==> src/rtl/serial_adder_ctrl_if.sv <==
// Operand/result handshake bundle for the bit-serial adder sequencer.
// The master is the operand source and result sink. The slave is the sequencer.
interface serial_adder_ctrl_if #(
    parameter int WIDTH = 8
);
    logic             in_valid;
    logic             in_ready;
    logic [WIDTH-1:0] a;
    logic [WIDTH-1:0] b;
    logic             cin;
    logic             out_valid;
    logic             out_ready;
    logic [WIDTH-1:0] sum;
    logic             cout;

    modport master (
        output in_valid, a, b, cin, out_ready,
        input  in_ready, out_valid, sum, cout
    );

    modport slave (
        input  in_valid, a, b, cin, out_ready,
        output in_ready, out_valid, sum, cout
    );
endinterface

==> src/rtl/serial_adder_ctrl.sv <==
// Sequencer that adds two WIDTH-bit operands LSB first.
// It does this by reusing one external full-adder cell, one bit per clock.
module serial_adder_ctrl #(
    parameter int WIDTH = 8
) (
    input  logic               clk,
    input  logic               reset_n,
    serial_adder_ctrl_if.slave bus,
    output logic               busy,
    output logic               fa_a,
    output logic               fa_b,
    output logic               fa_ci,
    input  logic               fa_s,
    input  logic               fa_co
);
    localparam int CW = (WIDTH > 1) ? $clog2(WIDTH) : 1;

    typedef enum logic [1:0] {IDLE, ADD, DONE} state_t;

    state_t           state_reg, state_next;
    logic [WIDTH-1:0] a_sh_reg, b_sh_reg, sum_sh_reg;
    logic [WIDTH-1:0] sum_sh_next;
    logic             carry_reg;
    logic [CW-1:0]    cnt_reg;
    logic             last_bit;

    assign last_bit = (cnt_reg == CW'(WIDTH - 1));

    // The new sum bit enters at the MSB, so the LSB lands at bit 0 after WIDTH shifts.
    generate
        if (WIDTH == 1) begin : g_sum_w1
            assign sum_sh_next = fa_s;
        end else begin : g_sum_wn
            assign sum_sh_next = {fa_s, sum_sh_reg[WIDTH-1:1]};
        end
    endgenerate

    always_ff @(posedge clk) begin
        if (!reset_n) state_reg <= IDLE;
        else          state_reg <= state_next;
    end

    always_comb begin
        state_next = state_reg;
        case (state_reg)
            IDLE:    if (bus.in_valid) state_next = ADD;
            ADD:     if (last_bit)     state_next = DONE;
            DONE:    if (bus.out_ready) state_next = IDLE;
            default: state_next = IDLE;
        endcase
    end

    always_comb begin
        bus.in_ready  = 1'b0;
        bus.out_valid = 1'b0;
        busy          = 1'b0;
        fa_a          = 1'b0;
        fa_b          = 1'b0;
        fa_ci         = 1'b0;
        case (state_reg)
            IDLE: bus.in_ready = 1'b1;
            ADD: begin
                busy  = 1'b1;
                fa_a  = a_sh_reg[0];
                fa_b  = b_sh_reg[0];
                fa_ci = carry_reg;
            end
            DONE: begin
                busy          = 1'b1;
                bus.out_valid = 1'b1;
            end
            default: ;
        endcase
    end

    always_ff @(posedge clk) begin
        if (!reset_n) begin
            a_sh_reg   <= '0;
            b_sh_reg   <= '0;
            sum_sh_reg <= '0;
            carry_reg  <= 1'b0;
            cnt_reg    <= '0;
        end else begin
            case (state_reg)
                IDLE: if (bus.in_valid) begin
                    a_sh_reg  <= bus.a;
                    b_sh_reg  <= bus.b;
                    carry_reg <= bus.cin;
                    cnt_reg   <= '0;
                end
                ADD: begin
                    a_sh_reg   <= a_sh_reg >> 1;
                    b_sh_reg   <= b_sh_reg >> 1;
                    sum_sh_reg <= sum_sh_next;
                    carry_reg  <= fa_co;
                    cnt_reg    <= cnt_reg + CW'(1);
                end
                default: ;
            endcase
        end
    end

    // The result stays in the shift/carry registers until the next operation starts.
    assign bus.sum  = sum_sh_reg;
    assign bus.cout = carry_reg;
endmodule
==> src/flat_wrapper.sv <==
// flat-port wrapper written by rule: the top's interface ports become plain ports
module serial_adder_ctrl_flat 
#(
    parameter int WIDTH = 8
)
  (clk, reset_n, busy, fa_a, fa_b, fa_ci, fa_s, fa_co, bus_in_valid, bus_a, bus_b, bus_cin, bus_out_ready, bus_in_ready, bus_out_valid, bus_sum, bus_cout);
  serial_adder_ctrl_if #(.WIDTH(WIDTH)) bus_i ();
  input  logic clk;
  input  logic reset_n;
  output logic busy;
  output logic fa_a;
  output logic fa_b;
  output logic fa_ci;
  input  logic fa_s;
  input  logic fa_co;
  input wire logic [$bits(bus_i.in_valid)-1:0] bus_in_valid;
  input wire logic [$bits(bus_i.a)-1:0] bus_a;
  input wire logic [$bits(bus_i.b)-1:0] bus_b;
  input wire logic [$bits(bus_i.cin)-1:0] bus_cin;
  input wire logic [$bits(bus_i.out_ready)-1:0] bus_out_ready;
  output wire logic [$bits(bus_i.in_ready)-1:0] bus_in_ready;
  output wire logic [$bits(bus_i.out_valid)-1:0] bus_out_valid;
  output wire logic [$bits(bus_i.sum)-1:0] bus_sum;
  output wire logic [$bits(bus_i.cout)-1:0] bus_cout;
  assign bus_i.in_valid = bus_in_valid;
  assign bus_i.a = bus_a;
  assign bus_i.b = bus_b;
  assign bus_i.cin = bus_cin;
  assign bus_i.out_ready = bus_out_ready;
  assign bus_in_ready = bus_i.in_ready;
  assign bus_out_valid = bus_i.out_valid;
  assign bus_sum = bus_i.sum;
  assign bus_cout = bus_i.cout;
  serial_adder_ctrl #(.WIDTH(WIDTH)) u_core (.clk(clk), .reset_n(reset_n), .bus(bus_i), .busy(busy), .fa_a(fa_a), .fa_b(fa_b), .fa_ci(fa_ci), .fa_s(fa_s), .fa_co(fa_co));
endmodule
==> config.mk <==
export PLATFORM = sky130hd
export DESIGN_NAME = serial_adder_ctrl_flat
export DESIGN_NICKNAME = d
export VERILOG_FILES = /design/src/rtl/serial_adder_ctrl_if.sv /design/src/rtl/serial_adder_ctrl.sv /design/src/flat_wrapper.sv
export SDC_FILE = /design/constraint.sdc
export NUM_CORES = 1
export LEC_CHECK = 0
export CORE_MARGIN = 1
export CORE_UTILIZATION = 43
export CTS_CLUSTER_SIZE = 25
export DETAILED_ROUTE_END_ITERATION = 10
export PLACE_DENSITY_LB_ADDON = 0.08
export SYNTH_ARGS = -nofsm -noshare
export SYNTH_HDL_FRONTEND = slang
export SYNTH_SLANG_ARGS = --single-unit
==> constraint.sdc <==
create_clock -name clk -period 1.7 [get_ports clk]
set_clock_uncertainty 0.15 [all_clocks]
set_input_delay 0.425 -clock clk [delete_from_list [all_inputs] [get_ports clk]]
set_output_delay 0.425 -clock clk [all_outputs]
set_load 0.01 [all_outputs]
==> metrics.md <==
| Metric | Value |
|---|---|
| Status | finished with violations |
| Failing checks | negative setup slack |
| Buffers on Ports | 37 |
| # rows | 20 |
| CP Data Arrival Time | 1.16 ns |
| Cells along the critical path | inv_2, buf_6, ha_4, buf_6 |
| Area delta synth->final | 44.5% |
| Seq cells post-synth | 30 |
| Critical path class | flop to output port |
| Largest family of logic cells by synthesized area | multiplexers |
| Worst Max-Slew Pin Slew | 0.274 ns |
| Post-synth EDFFs | 0 |
| Die H | 60.2 µm |
| Pin count of the biggest net entering global routing | 19 |
| Worst Hold Class | flop to flop |
| Clock latency on the worst-skew pair | 0.32 ns |
| Max transition margin | 81.7% |
| Endpoints failing hold | 0 |
| CTS buffer count | 5 |
| Yosys cell types | 24 |
| Vias | 1189 |
| Synth Area in Simple Gates | 11.3% |
| Syn Area/Cell | 10.5 µm² |
| Async set-reset flop share out of synthesis | 0% |
| Unrepaired setup endpoints after global routing | yes |
| Fin util | 67.2% |
| Leakage | 0.000871 µW |
| Iteration-0 DRC Markers | 39 |
| H-tree levels | 2 |
| F_max | 0.576 GHz |
| Syn nets | 168 |
| Area of the multi-input gates | 852 µm² |
| Compound-Gate Fraction of Synth Area | 16.6% |
| Global route overflow | 0 |
| Antenna diodes | 0 |
| Multiplexer share of the synthesized area | 18.9% |
| Clock sink count | 30 |
| Post-route ant nets | 0 |
| Synth area leaders | dfxtp_1 41%, mux2i_1 18%, a211oi_2 13% |
| CP dominant cell by count | buf_6 |
| Drt wl/cell | 13.5 µm |
| Vias in the first global route | 1164 |
| Most common cell after layout, fill and taps aside | dfxtp_1 |
| Core Footprint | 3130 µm² |
| CP Buf/Inv Count | 3 |
| First-pass GRT wire length | 5200 µm |
| Vias per inst | 5.04 |
| Cells after Synth | 139 |
| Final Critical Period | 1.74 ns |
| Post-Synth XOR/XNOR Area | 0% |
| Die area | 3620 µm² |
| Crit end category | output port |
| Antenna violations before repair | 0 |
| Routability-driven placement congestion ratio | 0.834 |
| Commonest cells after routing, fill and taps aside | 28 x dfxtp_1, 26 x mux2i_1, 23 x nor2_1 |
| Maximum vdd drop | 0.767 mV |
| CP max-delay cell | dfxtp_2 |
| Root Driver | clkbuf_4 |
| GRT Util Overall | 19.9% |
| Setup crit start kind | flop |
| Met2 wire len | 1510 µm |
| CTS Hold Bufs | 0 |
| Share of cells above drive strength 1 | 32.3% |
| Pins Over Slew Limit | 0 |
| Maxcap violations | 0 |
| Hold WS | 0.313 ns |
| CP max stage delay | 0.34 ns |
| Top cell type's share of synthesized area | 41.3% |
| Placed Cells | 224 |
| Highest routed layer | met4 |
| HPWL Detailed | 2100 µm |
| Period utilization | 102% |
| Post-synthesis adder-cell area fraction | 5.16% |
| Reg clk slew, reported paths | 0.10 ns |
| CTS tree | built |
| Final worst slack | -0.0372 ns |
| Critical path required time | 1.12 ns |
| Clock tree buffer depth | 2 |
| Top cell type by total area after synthesis | dfxtp_1 |
| Number of nets in the layout | 220 |
| YS warnings | 0 |
| # DRC | 0 |
| Post-route insts no fill | 236 |
| Reg area | 606 µm² |
| Fill cells | 255 |
| Critical path fanouts, max | 2 |
| Routed wire length | 3180 µm |
| # setup viols final | 4 |
| Effective utilization at floorplan | 46.5% |
| Die width | 60.2 µm |
| PwrDens | 1410 nW/µm² |
| Sequential cell area fraction in the yosys report | 41.3% |
| Syn Std Cell Area | 1460 µm² |
| Primary FF master, synth | dfxtp_1 |
| DR WL met3 | 191 µm |
| DRT met1 WL | 1420 µm |
| Drt pass-1 iters | 4 |
| Critical path's top delay family | flip-flops |
| Top-Level Pins | 38 |
-- Yosys cell counts, types with 2 or more instances --
| cell | count |
|---|---|
| ha_1 | 6 |
| nor2_1 | 25 |
| a211oi_2 | 15 |
| dfxtp_1 | 30 |
| a32oi_1 | 2 |
| nand2_1 | 7 |
| inv_1 | 4 |
| and2_1 | 3 |
| mux2i_1 | 26 |
| a21oi_1 | 2 |
| buf_6 | 4 |
| buf_2 | 3 |
-- repair_timing --
| item | in CTS | in global routing |
|---|---|---|
| gates resized for setup | 54 | 5 |
| pin swaps | 3 | 2 |
| buffers inserted | 1 | 0 |
| endpoints found under the setup margin | 32 | 23 |
| gates cloned | 3 | 0 |
-- worst min-delay path: stages, from the launching register on --
cell,delay [ns]
dfxtp_1,0.32
nand2_1,0.05
a21oi_1,0.05
-- cell families (layout without fill, tap and decap cells) --
| family | count (synthesis) | count (layout) |
|---|---|---|
| compound gates | 22 | 22 |
| fa+ha+maj | 6 | 6 |
| buf+inv | 15 | 65 |
| flops | 30 | 30 |
| mux | 27 | 30 |
| simple gates | 39 | 39 |
-- routing by layer --
metal  track usage, %  vias to the layer above
met5                0                        -
met1             21.8                      547
met3             6.28                        9
met2             34.4                       31
met4             9.30                        0
li1                 -                      602
-- final cells by class --
class                   count  share of cell area, %
repair buffers             52                   24.0
flip-flops and latches     30                   28.8
multi-input cells          97                   40.5
inverters                   5                   1.01
well taps                  44                   2.62
clock inverters             2                  0.595
clock buffers               6                   2.44
-- where the power goes --
part | internal, µW | switching [µW] | total [µW]
clock | 199 | 246 | 445
sequential | 888 | 113 | 1000
combinational | 775 | 737 | 1510
total | 1860 | 1100 | 2960
-- path summary, 6_finish.rpt --
kind                               startpoint                          endpoint  slack (ns)  cells past startpoint
max          u_core.state_reg[1]$_SDFFE_PN0P_                              busy       -0.04                      4
min reg2reg   u_core.a_sh_reg[7]$_SDFFE_PN0P_   u_core.a_sh_reg[7]$_SDFFE_PN0P_        0.31                      2
max reg2reg  u_core.state_reg[0]$_SDFFE_PN0P_  u_core.state_reg[1]$_SDFFE_PN0P_        0.06                      5
min           u_core.a_sh_reg[7]$_SDFFE_PN0P_   u_core.a_sh_reg[7]$_SDFFE_PN0P_        0.31                      2
-- metrics by stage --
step,TNS (ns),instance area (µm²),worst slack (ns),power [µW]
final,-0.0600,2100,-0.0372,2960
after global routing,-0.349,2100,-0.106,3160
after CTS,-0.215,2080,-0.0703,2950
after detailed placement,-4.08,1930,-0.222,2290
after global placement,-3.10,1930,-0.164,2240
after floorplan,0,1460,0.0118,1950
Note: power is estimated with default switching activity, not from simulation.
